--- config.mk ---
export PLATFORM = sky130hd
export DESIGN_NAME = alu_issue_ctrl
export DESIGN_NICKNAME = d
export VERILOG_FILES = /design/src/rtl/alu_issue_ctrl.sv
export SDC_FILE = /design/constraint.sdc
export NUM_CORES = 1
export LEC_CHECK = 0
export CAP_MARGIN = 20
export CELL_PAD_IN_SITES_DETAIL_PLACEMENT = 0
export CELL_PAD_IN_SITES_GLOBAL_PLACEMENT = 1
export CORE_UTILIZATION = 35
export DETAILED_ROUTE_END_ITERATION = 8
export PLACE_DENSITY_LB_ADDON = 0.12
export SLEW_MARGIN = 20
export SYNTH_ARGS = -nofsm -noshare
export SYNTH_HDL_FRONTEND = slang
export SYNTH_SLANG_ARGS = --single-unit
--- constraint.sdc ---
create_clock -name clk -period 4.45 [get_ports clk]
set_input_delay 0.445 -clock clk [delete_from_list [all_inputs] [get_ports clk]]
set_output_delay 0.445 -clock clk [all_outputs]
set_load 0.02 [all_outputs]
--- src/rtl/alu_issue_ctrl.sv ---
// Issues one ALU operation at a time and waits a per-class fixed latency before capturing the result.
// Latency: accept-to-result LAT_SIMPLE/LAT_MUL/LAT_DIV edges; results hold under res_ready=0; flush aborts.
module alu_issue_ctrl #(
    parameter int LAT_SIMPLE = 2,   // legal range 1..63
    parameter int LAT_MUL    = 4,   // legal range 1..63
    parameter int LAT_DIV    = 34   // legal range 1..63
) (
    input  logic        clk,
    input  logic        rst_n,
    input  logic        req_valid,
    output logic        req_ready,
    input  logic [4:0]  req_opcode,
    input  logic [31:0] req_op1,
    input  logic [31:0] req_op2,
    output logic [31:0] alu_operator_1,
    output logic [31:0] alu_operator_2,
    output logic [4:0]  alu_opcode,
    input  logic [31:0] alu_answer,
    output logic        res_valid,
    input  logic        res_ready,
    output logic [31:0] res_data,
    input  logic        flush,
    output logic        busy
);

    typedef enum logic [1:0] {
        ST_IDLE,
        ST_WAIT,
        ST_DONE
    } state_t;

    localparam logic [5:0] CNT_SIMPLE = 6'(LAT_SIMPLE - 1);
    localparam logic [5:0] CNT_MUL    = 6'(LAT_MUL - 1);
    localparam logic [5:0] CNT_DIV    = 6'(LAT_DIV - 1);

    state_t     state;
    state_t     state_nxt;
    logic [5:0] cnt;
    logic [5:0] cnt_nxt;
    logic       armed;
    logic       accept;
    logic       capture;

    // 5'h08..5'h0B multiply, 5'h0C..5'h0F divide, everything else simple
    function automatic logic [5:0] lat_load(input logic [4:0] opc);
        if (opc[4:2] == 3'b010) begin
            return CNT_MUL;
        end else if (opc[4:2] == 3'b011) begin
            return CNT_DIV;
        end else begin
            return CNT_SIMPLE;
        end
    endfunction

    always_comb begin
        state_nxt = state;
        cnt_nxt   = cnt;
        accept    = 1'b0;
        capture   = 1'b0;
        req_ready = armed && (state == ST_IDLE) && !flush;
        res_valid = (state == ST_DONE);
        busy      = (state != ST_IDLE);
        case (state)
            ST_IDLE: begin
                if (req_valid && req_ready) begin
                    accept    = 1'b1;
                    cnt_nxt   = lat_load(req_opcode);
                    state_nxt = ST_WAIT;
                end
            end
            ST_WAIT: begin
                if (flush) begin
                    cnt_nxt   = 6'd0;
                    state_nxt = ST_IDLE;
                end else if (cnt == 6'd0) begin
                    capture   = 1'b1;
                    state_nxt = ST_DONE;
                end else begin
                    cnt_nxt = cnt - 6'd1;
                end
            end
            ST_DONE: begin
                // flush takes priority over the handshake; either way the slot frees up
                if (flush || res_ready) begin
                    cnt_nxt   = 6'd0;
                    state_nxt = ST_IDLE;
                end
            end
            default: begin
                cnt_nxt   = 6'd0;
                state_nxt = ST_IDLE;
            end
        endcase
    end

    always_ff @(posedge clk or negedge rst_n) begin
        if (!rst_n) begin
            state <= ST_IDLE;
            cnt   <= 6'd0;
        end else begin
            state <= state_nxt;
            cnt   <= cnt_nxt;
        end
    end

    // armed keeps req_ready low until the first clock edge after reset release
    always_ff @(posedge clk or negedge rst_n) begin
        if (!rst_n) begin
            armed          <= 1'b0;
            alu_operator_1 <= 32'd0;
            alu_operator_2 <= 32'd0;
            alu_opcode     <= 5'd0;
            res_data       <= 32'd0;
        end else begin
            armed <= 1'b1;
            if (accept) begin
                alu_operator_1 <= req_op1;
                alu_operator_2 <= req_op2;
                alu_opcode     <= req_opcode;
            end
            if (capture) begin
                res_data <= alu_answer;
            end
        end
    end

endmodule
Yosys cells after proc, flatten, opt, wreduce, memory -nomap -nowiden
Cells that the tools add are included.
Word-level totals
  register bits after elaboration: 110
  input bits: 106
  output and inout bits: 104
Cells by class
  $add $sub $neg: 1
  equal/unequal tests: 8
  muxes and demuxes: 17
  reduce and logical (&&, ||, !) cells: 10
Operator list (number)
  6-bit two-way mux: 6
  6-bit case mux with 3 select lines: 1
  2-bit two-way mux: 4
  3-bit by 2-bit equality test with 1-bit output (second input constant): 2
  6-bit logical NOT: 1
  3-bit != test (second input constant): 2
  2-bit case mux with 3 select lines: 1
  3-bit AND reduction: 2
  6-bit by 1-bit subtractor with 6-bit output (second input constant): 1
  1-bit two-way mux: 5
  2-bit by 1-bit != test with 1-bit output (second input constant): 2
  1-bit logical AND: 3
  2-bit by 1-bit equality test with 1-bit output (second input constant): 1
  2-bit equality test (second input constant): 1
  2-bit logical NOT: 1
  2-bit nonzero test: 1
  1-bit logical NOT: 1
  1-bit logical OR: 1

Logic depth before layout (Yosys ltp)
Gate-level depths: netlist of the first run.
  word-level depth: 6
  depth in mapped cells: 7
  depth with buffers taken out: 6

Worst setup path before layout of the first run
Ideal clock, no wire load.
  path type: register to register
  start: reg cnt[0]
  end: reg res_data[10]
  library setup time: 0.125 ns
  arrival time: 1.482 ns
  required time: 4.325 ns
  path slack: 2.843 ns
  cell stages (with the launch flop): 7
  path buffers: 1
  clock period less this slack: 1.607 ns
  cell sequence: dfrtp_1 inv_1 ha_1 nor2b_1 nand3_4 buf_6 mux2_4
On the way
  word-level cells in the longest chain between the ends: 4
Ends and longest elaborated chain
  start: declaration: RTL line 38  | logic [5:0] cnt;
  start signal: assignment: RTL line 102  | cnt <= cnt_nxt;
  6-bit logical NOT: RTL line 75  | end else if (cnt == 6'd0) begin
  1-bit two-way mux: RTL line 75
  1-bit two-way mux: RTL line 72  | if (flush) begin
  1-bit two-way mux: RTL line 63  | case (state)
  end signal: assignment: RTL line 122  | res_data <= alu_answer;
  end: declaration: RTL line 21  | output logic [31:0] res_data,
No other way between the ends.
A chain may end at the register's enable or synchronous reset.

Worst setup path in the final report of the first run
  start: reg state[0]
  end: out req_ready
On the way
  word-level cells in the longest chain between the ends: 3
Ends and longest elaborated chain
  start: declaration: RTL line 36  | state_t state;
  start signal: assignment: RTL line 101  | state <= state_nxt;
  2-bit logical NOT: RTL line 60  | req_ready = armed && (state == ST_IDLE) && !flush;
  1-bit logical AND (2 in a row): RTL line 60
  end: declaration: RTL line 11  | output logic req_ready,
No other way between the ends.

==> run summary, run 1 <==
Max Cap Viol - 0
setup ws final - 2.094 ns
fin nets - 595
CP startpoint kind - register
clock-pin slew on the worst setup and hold paths - 0.07 ns
Final Slew Violations - 0
cell area after synthesis - 4438 sq um
clk_lat worst skew - 0.35 ns
CTS tree - done
f_max - 424.5 MHz
Routed WL - 10.73 mm
Cell variety after synth - 35
grt total ovfl - 0
largest net degree at the start of global routing - 66
fin crit share - 0.5294
post-DP HPWL - 7.700 mm
Setup crit end kind - primary output
Post-Syn Area per Cell - 16.02 sq um
fin util - 0.5711
H-tree levels - 3
Finished Layout Cells - 658
final setup fails - 0
RR Startpoint - cnt[0]
DR vias - 3053
antenna cells - 0
Avg Vias per Cell - 4.640
pwr dens - 604.7 nW/um^2
Die Wd - 114.6 um
RePlAce Congestion - 0.7189
antenna violations before repair - 0
Fill cells - 1058
register area share after synthesis - 0.6202
Least-Margin Pin Slew - 0.8578 ns
gr usage total - 0.1731
drc violations - 0
Mapped Nets - 385
RSZ-0062 raised after global routing - false
Core Box Area - 12160 sq um
Chip Height - 114.6 um
# rows - 40
Final Hold Fails - 0
area grow syn2layout - 56.50%
vias in the first global route - 3335
first-pass GRT wire length - 17.13 mm
Routed wire per std cell - 16.30 um
Worst Skew - 0.006756 ns
IO Count - 210
DP Worst Slack - 1.712 ns
Synth area leaders - dfrtp_1 62%, mux2_2 19%, mux2_4 9.1%
IO buf count - 209
Starting DRT DRC Count - 82
Slew HR - 0.4281
crit path max fanout - 11
final worst path period need - 2.356 ns
Setup Buffers After CTS - 0
type of the worst setup path - reg2out
Pre-antenna DRT Iters - 4
deepest clock path buffer count - 2
multi-input logic area - 1564 sq um
placed cells - 644
WP data arrival - 1.91 ns
hold_buf cts - 0
post-layout total power - 4200 uW
LEAKAGE - 0.003007 uW
status - finished clean
Worst Setup SP - state[0]
Root Buffer - clkbuf_16
Yosys reg bits - 110
Synth area leader - dfrtp_1
Initial Utilization - 0.3649
cts repair resizes - 0
die area - 13130 sq um
Gate Count Post-Synth - 277
Sequential Area - 2753 sq um
fraction of layout cells with a size suffix above 1 - 0.2449
cts bufs inserted - 9
Max VDD drop - 312.4 uV
CP required - 4.01 ns
Antenna Nets Post-Route - 0
YS warnings - 0
HP Class - in2async
setup TNS - 0 ns
CTS sink cnt - 110
post-synth top area share - 0.6202
==> path summary, 6_finish.rpt <==
check                                      to  slack [ns]  cells after the start
worst min-delay path             res_data[26]        0.18                      1
worst min register to register  alu_opcode[2]        0.49                      2
min in group clk                alu_opcode[2]        0.49                      2
worst max-delay path                req_ready        2.09                      3
worst max register to register    res_data[9]        2.28                      5
max in group asynchronous         res_data[3]        3.10                      2
==> cells in the mapped netlist (all sizes together) <==
master / number
dfrtp: 110
mux2: 100
buf: 11
inv: 6
nor2: 6
o21ai: 6
nand2: 5
a31oi: 4
a22o: 3
nand3: 3
a21o: 2
ha: 2
nor3: 2
o32ai: 2
a21oi: 1
a32o: 1
and2: 1
and3: 1
and3b: 1
clkbuf: 1
conb: 1
nand2b: 1
nand3b: 1
nor2b: 1
nor3b: 1
o211ai: 1
o22ai: 1
o32a: 1
or3b: 1
==> report_power, final <==
part           internal, uW  switching [uW]  leakage [uW]
combinational          1030             832       0.00155
clock                   429             349      0.000130
sequential             1360             197       0.00133
==> registers in the layout, summed over array words and instances, names as in the netlist <==
signal and count:
alu_operator_1 32, alu_operator_2 32, res_data 32, cnt 6, alu_opcode 5, state 2
armed 1
==> critical path, cell delays in order (launching register included) <==
cell	delay (ns)
dfrtp_1	0.48
nor2_1	0.27
and3_1	0.21
clkdlybuf4s50_1	0.60
==> layer usage <==
metal,routed length [um],track usage,up-vias
li1,-,-,1398
met1,4204,0.1916,1493
met2,4910,0.2804,150
met3,1461,0.09635,12
met4,151,0.05974,0
met5,0,0,-
==> through the flow <==
step | area, sq um | hold slack [ns]
floorplan | 4438 | 0.1494
global placement | 6666 | 0.4742
detailed placement | 6666 | 0.4833
CTS | 6945 | 0.2273
global route | 6945 | 0.2523
finish | 6945 | 0.1799
==> cells in the final DEF, fill, tap and decap left out, types with 3 or more instances in the layout <==
cell type and instances:
dfrtp_1 110, o21ai_0 6, clkdlybuf4s50_1 208, inv_1 6, clkbuf_16 9, nor2_1 6, mux2_2 73, mux2_4 27
a31oi_1 4, a22o_1 3, nand2_1 4
==> final cells by class <==
class                      instances  share of cell area
timing repair buffer             211              0.3048
inverter                           6            0.003243
clock inverter                     4            0.007206
clock buffer                      10             0.03297
sequential                       110              0.3963
tap                              168             0.03026
multi-input combinational        149              0.2252
==> cells by family after synthesis <==
kind of cell,synth area share
adders and majority gates,0.005638
AOI/OAI and AO/OA,0.03440
other,0.0008450
and+or+nand+nor,0.03496
muxes,0.2766
buffers and inverters,0.02734
DFF,0.6202
Note: power is estimated with default switching activity, not from simulation.
==> run 2: changes to the inputs <==
--- a/config.mk
+++ b/config.mk
@@ -8,7 +8,7 @@
 export CAP_MARGIN = 20
 export CELL_PAD_IN_SITES_DETAIL_PLACEMENT = 0
 export CELL_PAD_IN_SITES_GLOBAL_PLACEMENT = 1
-export CORE_UTILIZATION = 35
+export CORE_UTILIZATION = 32
 export DETAILED_ROUTE_END_ITERATION = 8
 export PLACE_DENSITY_LB_ADDON = 0.12
 export SLEW_MARGIN = 20
==> constraint.sdc (replaced) <==
create_clock -name clk -period 2.5 [get_ports clk]
set_input_delay 0.25 -clock clk [delete_from_list [all_inputs] [get_ports clk]]
set_output_delay 0.25 -clock clk [all_outputs]
set_load 0.02 [all_outputs]
==> run 2 against run 1 <==
The flow now finishes with violations (negative hold slack). First-iteration DRC count increased by 16%. Final cell count increased by 2.0%. Sequential power rose by 77%. Clock-buffer cell count rose by 4. Non-clock buffer count up 3. Combinational power grew 78%. Via count decreased by 0.52%. Critical path depth did not move. Die area is 9.2% higher. Clock skew is 0.00081 ns higher. Sequential share of layout area is 0.50 points lower. Cell area is 1.3% higher. Highest routed layer unchanged.
==> run summary, run 2 (synthesis gave the netlist of run 1 again) <==
first-pass GRT wire length - 16.45 mm (-3.9%)
CTS sink cnt - 110 (unchanged)
top flop regs - alu_operator_1 (32), alu_operator_2 (32), res_data (32)
commonest non-fill, non-tap cells in the layout - 208 x clkdlybuf4s50_1, 110 x dfrtp_1, 73 x mux2_2, 27 x mux2_4, 9 x clkbuf_16
DR vias - 3037 (-0.52%)
Root Buffer - clkbuf_16
CP startpoint kind - register
cells on worst reg2reg path - 6 (+1)
Least-Margin Pin Slew - 0.6084 ns (-0.2494 ns)
Max VDD drop - 690.4 uV (+120%)
hold_buf cts - 0 (unchanged)
cts bufs inserted - 9 (unchanged)
fin util - 0.5249 (-0.04616)
Routed wire per std cell - 15.73 um (-3.5%)
RSZ-0062 raised after global routing - false
deepest clock path buffer count - 2 (unchanged)
met2 Use GR - 0.2359 (-0.04449)
crit path max fanout - 11 (unchanged)
cts repair resizes - 0 (unchanged)
type of the worst setup path - reg2out
# rows - 42 (+5.0%)
internal reg-to-reg setup slack - 0.59 ns (-1.69 ns)
RR Startpoint - cnt[0]
Chip Height - 119.8 um (+4.5%)
HP Class - in2async
Die Wd - 119.8 um (+4.5%)
Final Slew Violations - 0 (unchanged)
grt total ovfl - 0 (unchanged)
Final Cell Area - 7034 sq um (+1.3%)
Setup Buffers After CTS - 0 (unchanged)
gr usage total - 0.1513 (-0.02176)
f_max - 462.7 MHz
met3 Use GR - 0.08983 (-0.006518)
LEAKAGE - 0.003055 uW (+1.6%)
H-tree levels - 3 (unchanged)
vias in the first global route - 3116 (-6.6%)
Worst Setup SP - state[0]
Routed WL - 10.56 mm (-1.6%)
Finished Layout Cells - 671 (+2.0%)
clock-pin slew on the worst setup and hold paths - 0.07 ns (about the same)
antenna violations before repair - 0 (unchanged)
Max Cap Viol - 0 (unchanged)
post-DP HPWL - 7.551 mm (-1.9%)
Initial Utilization - 0.3312 (-0.03373)
placed cell area - 6736 sq um (+1.1%)
Slew HR - 0.5944 (+0.1663)
Avg Vias per Cell - 4.526 (-2.5%)
Antenna Nets Post-Route - 0 (unchanged)
Final Hold Fails - 44 (+44)
Pre-antenna DRT Iters - 4 (unchanged)
CP required - 2.25 ns (-1.76 ns)
fin crit share - 0.8645
status - finished with violations
clk_lat worst skew - 0.35 ns (about the same)
largest net degree at the start of global routing - 111 (+68%)
IO buf count - 209 (unchanged)
most common cell after layout, fill and taps aside - clkdlybuf4s50_1
area grow syn2layout - 58.50%
setup TNS - 0 ns (unchanged)
Fin Hold WS - -0.01988 ns (-0.1998 ns)
WP data arrival - 1.91 ns (about the same)
most used routing layer - met2
pwr dens - 1065 nW/um^2 (+76%)
die area - 14340 sq um (+9.2%)
antenna cells - 0 (unchanged)
drc violations - 0 (unchanged)
GRT met1 Usage - 0.1738 (-0.01777)
IO Count - 210 (unchanged)
fraction of layout cells with a size suffix above 1 - 0.2525 (+0.007627)
fin nets - 598 (+0.50%)
Core Box Area - 13400 sq um (+10%)
failing checks - negative hold slack
Setup crit end kind - primary output
final worst path period need - 2.161 ns
Starting DRT DRC Count - 95 (+16%)
CTS tree - done
Worst Skew - 0.007568 ns (+0.0008121 ns)
final setup fails - 0 (unchanged)
placed cells - 655 (+1.7%)
RePlAce Congestion - 0.7402 (+3.0%)
==> run 2: where the power goes <==
part           internal [uW]  switching [uW]  total [uW]
Combinational           1850            1470        3320
Sequential              2420             339        2760
Clock                    786             625        1410
==> run 2: path summary, 6_finish.rpt <==
check                                endpoint
setup / recovery                    req_ready
hold / removal                   res_data[28]
setup reg to reg                 res_data[14]
hold reg to reg                 alu_opcode[2]
max in group asynchronous  alu_operator_1[26]
min in group clk                alu_opcode[2]
==> run 2: per-stage QoR <==
step           power, uW  setup WS [ns]
2_1_floorplan       4454         0.8930
3_3_place_gp        6100         0.3895
3_5_place_dp        6138         0.3226
4_1_cts             7604         0.3172
5_1_grt             7895         0.2579
6_report            7490         0.3387
==> run 2: layout make-up <==
cell class | instances | area (sq um)
clock inverters | 2 | 13.76
fillers | 1187 | 6366
inverters | 6 | 22.52
clock buffers | 14 | 284.0
flip-flops and latches | 110 | 2753
repair buffers | 214 | 2177
multi-input cells | 149 | 1564
well taps | 176 | 220.2
==> run 2: per-layer routing <==
layer	routed length (um)	vias up	share of wire
met1	4383	1494	0.42
met2	4802	136	0.45
met4	108	0	0.010
li1	-	1400	-
met3	1261	7	0.12
met5	0	-	0
==> run 2: critical path, cell delays in order (launching register included) <==
cell             delay [ns]
dfrtp_1                0.48
nor2_1                 0.29
and3_1                 0.20
clkdlybuf4s50_1        0.60
==> run 3: changes to the inputs <==
--- a/config.mk
+++ b/config.mk
@@ -10,7 +10,9 @@
 export CELL_PAD_IN_SITES_GLOBAL_PLACEMENT = 1
 export CORE_UTILIZATION = 32
 export DETAILED_ROUTE_END_ITERATION = 8
-export PLACE_DENSITY_LB_ADDON = 0.12
+export PLACE_DENSITY = 0.82
+export RECOVER_POWER = 50
+export REMOVE_ABC_BUFFERS = 1
 export SLEW_MARGIN = 20
 export SYNTH_ARGS = -nofsm -noshare
 export SYNTH_HDL_FRONTEND = slang
==> run 3 against run 2 <==
The flow now finishes without violations. Global-route usage up 0.57 points. Final cell count up 0.15%. Clock-buffer cell count down 2. Combinational power down 3%. Clock power up 4%. Wire length up 1.7%. Critical endpoint is now alu_operator_2[15]. Largest cell class unchanged.
==> run summary, run 3 (synthesis gave the netlist of run 1 again) <==
RSZ-0062 raised after global routing - false
Core Box Area - 13400 sq um (unchanged)
WP data arrival - 2.56 ns (+0.65 ns)
cts bufs inserted - 9 (unchanged)
gr usage total - 0.1570 (+0.005679)
Root Buffer - clkbuf_16
area grow syn2layout - 58.70%
antenna cells - 0 (unchanged)
antenna violations before repair - 0 (unchanged)
DP Worst Slack - 0.3185 ns (-0.004008 ns)
Worst Skew - 0.005992 ns (-0.001576 ns)
pwr dens - 1060 nW/um^2 (-0.44%)
# rows - 42 (unchanged)
Routed wire per std cell - 15.97 um (+1.5%)
final setup fails - 0 (unchanged)
IO buf count - 209 (unchanged)
IO Count - 210 (unchanged)
Setup Buffers After CTS - 0 (unchanged)
Starting DRT DRC Count - 120 (+26%)
status - finished clean
fin nets - 599 (+0.17%)
Chip Height - 119.8 um (unchanged)
CTS tree - done
largest net degree at the start of global routing - 58 (-48%)
Avg Vias per Cell - 4.493 (-0.74%)
commonest non-fill, non-tap cells in the layout - 161 x clkdlybuf4s50_1, 110 x dfrtp_1, 73 x mux2_2, 48 x dlygate4sd3_1, 27 x mux2_4
Initial Utilization - 0.3312 (unchanged)
Slew HR - 0.07978 (-0.5146)
drc violations - 0 (unchanged)
CP startpoint kind - input pin
setup TNS - 0 ns (unchanged)
setup ws final - 0.1684 ns (-0.1703 ns)
Pre-antenna DRT Iters - 4 (unchanged)
HP Class - reg2reg
Worst Setup SP - flush
Max VDD drop - 523.0 uV (-24%)
post-layout total power - 7467 uW (-0.31%)
CTS sink cnt - 110 (unchanged)
Routed WL - 10.73 mm (+1.7%)
Final Slew Violations - 0 (unchanged)
clk_lat worst skew - 0.35 ns (about the same)
Setup crit end kind - register
Least-Margin Pin Slew - 1.380 ns (+0.7719 ns)
top flop regs - alu_operator_1 (32), alu_operator_2 (32), res_data (32)
RR Startpoint - state[0]
cts repair resizes - 0 (unchanged)
fraction of layout cells with a size suffix above 1 - 0.2500 (-0.002525)
Final Hold Fails - 0 (-100%)
first-pass GRT wire length - 17.14 mm (+4.2%)
CP required - 2.73 ns (+0.48 ns)
die area - 14340 sq um (unchanged)
Finished Layout Cells - 672 (+0.15%)
LEAKAGE - 0.003083 uW (+0.90%)
Max Cap Viol - 0 (unchanged)
deepest clock path buffer count - 2 (unchanged)
RePlAce Congestion - 0.7679 (+3.7%)
Die Wd - 119.8 um (unchanged)
Fill cells - 1145 (-3.5%)
vias in the first global route - 3221 (+3.4%)
clock-pin slew on the worst setup and hold paths - 0.07 ns (about the same)
crit path max fanout - 17 (+6)
most common cell after layout, fill and taps aside - clkdlybuf4s50_1
final worst path period need - 2.332 ns (+0.1703 ns)
grt total ovfl - 0 (unchanged)
hold path start - alu_operator_2[20]
fin util - 0.5256 (+0.0006540)
H-tree levels - 3 (unchanged)
post-DP HPWL - 7.985 mm (+5.7%)
placed cells - 655 (unchanged)
DR vias - 3019 (-0.59%)
Antenna Nets Post-Route - 0 (unchanged)
hold_buf cts - 1 (+1)
type of the worst setup path - in2reg
f_max - 428.9 MHz (-7.3%)
fin crit share - 0.9326 (+0.06811)
## run 3: final timing paths
| check | cells past startpoint | endpoint | slack (ns) |
|---|---|---|---|
| max in group asynchronous | 3 | cnt[1] | 0.55 |
| min in group asynchronous | 2 | res_data[30] | 0.78 |
| hold / removal | 1 | alu_operator_2[20] | 0.50 |
| setup / recovery | 5 | alu_operator_2[15] | 0.17 |
| hold reg to reg | 1 | alu_operator_2[20] | 0.50 |
| setup reg to reg | 4 | alu_operator_2[15] | 0.41 |
## run 3: layout make-up
class,count,area (sq um),share of cell area
flip-flops and latches,110,2753,0.3908
inverters,6,22.52,0.003198
clock inverters,4,53.80,0.007639
well taps,176,220.2,0.03127
repair buffers,215,2176,0.3089
clock buffers,12,256.5,0.03642
multi-input cells,149,1562,0.2217
## run 3: metrics by stage
step                      hold slack [ns]  area (sq um)
after floorplan                  -0.04559          4339
after CTS                          0.4897          7062
after global placement             0.3509          6741
after detailed placement           0.3618          6741
after global routing               0.4909          7043
final                              0.4986          7043
## run 3: report_power, final
part           total, uW  switching [uW]  internal (uW)  leakage, uW
combinational       3230            1480           1740      0.00161
sequential          2760             344           2420      0.00133
clock               1470             638            836     0.000145
## run 3: metal layers
metal,global-route usage,part of all wire,vias to the layer above
met5,0,0,-
met4,0.06172,0.025,0
met3,0.05989,0.069,18
met1,0.1735,0.38,1496
li1,-,-,1404
met2,0.2710,0.52,101
## run 3: critical path, cell delays in order
cell and delay [ns]:
dlygate4sd3_1 0.73, and3b_1 0.27, nand2_1 0.64, buf_4 0.31, mux2_2 0.35
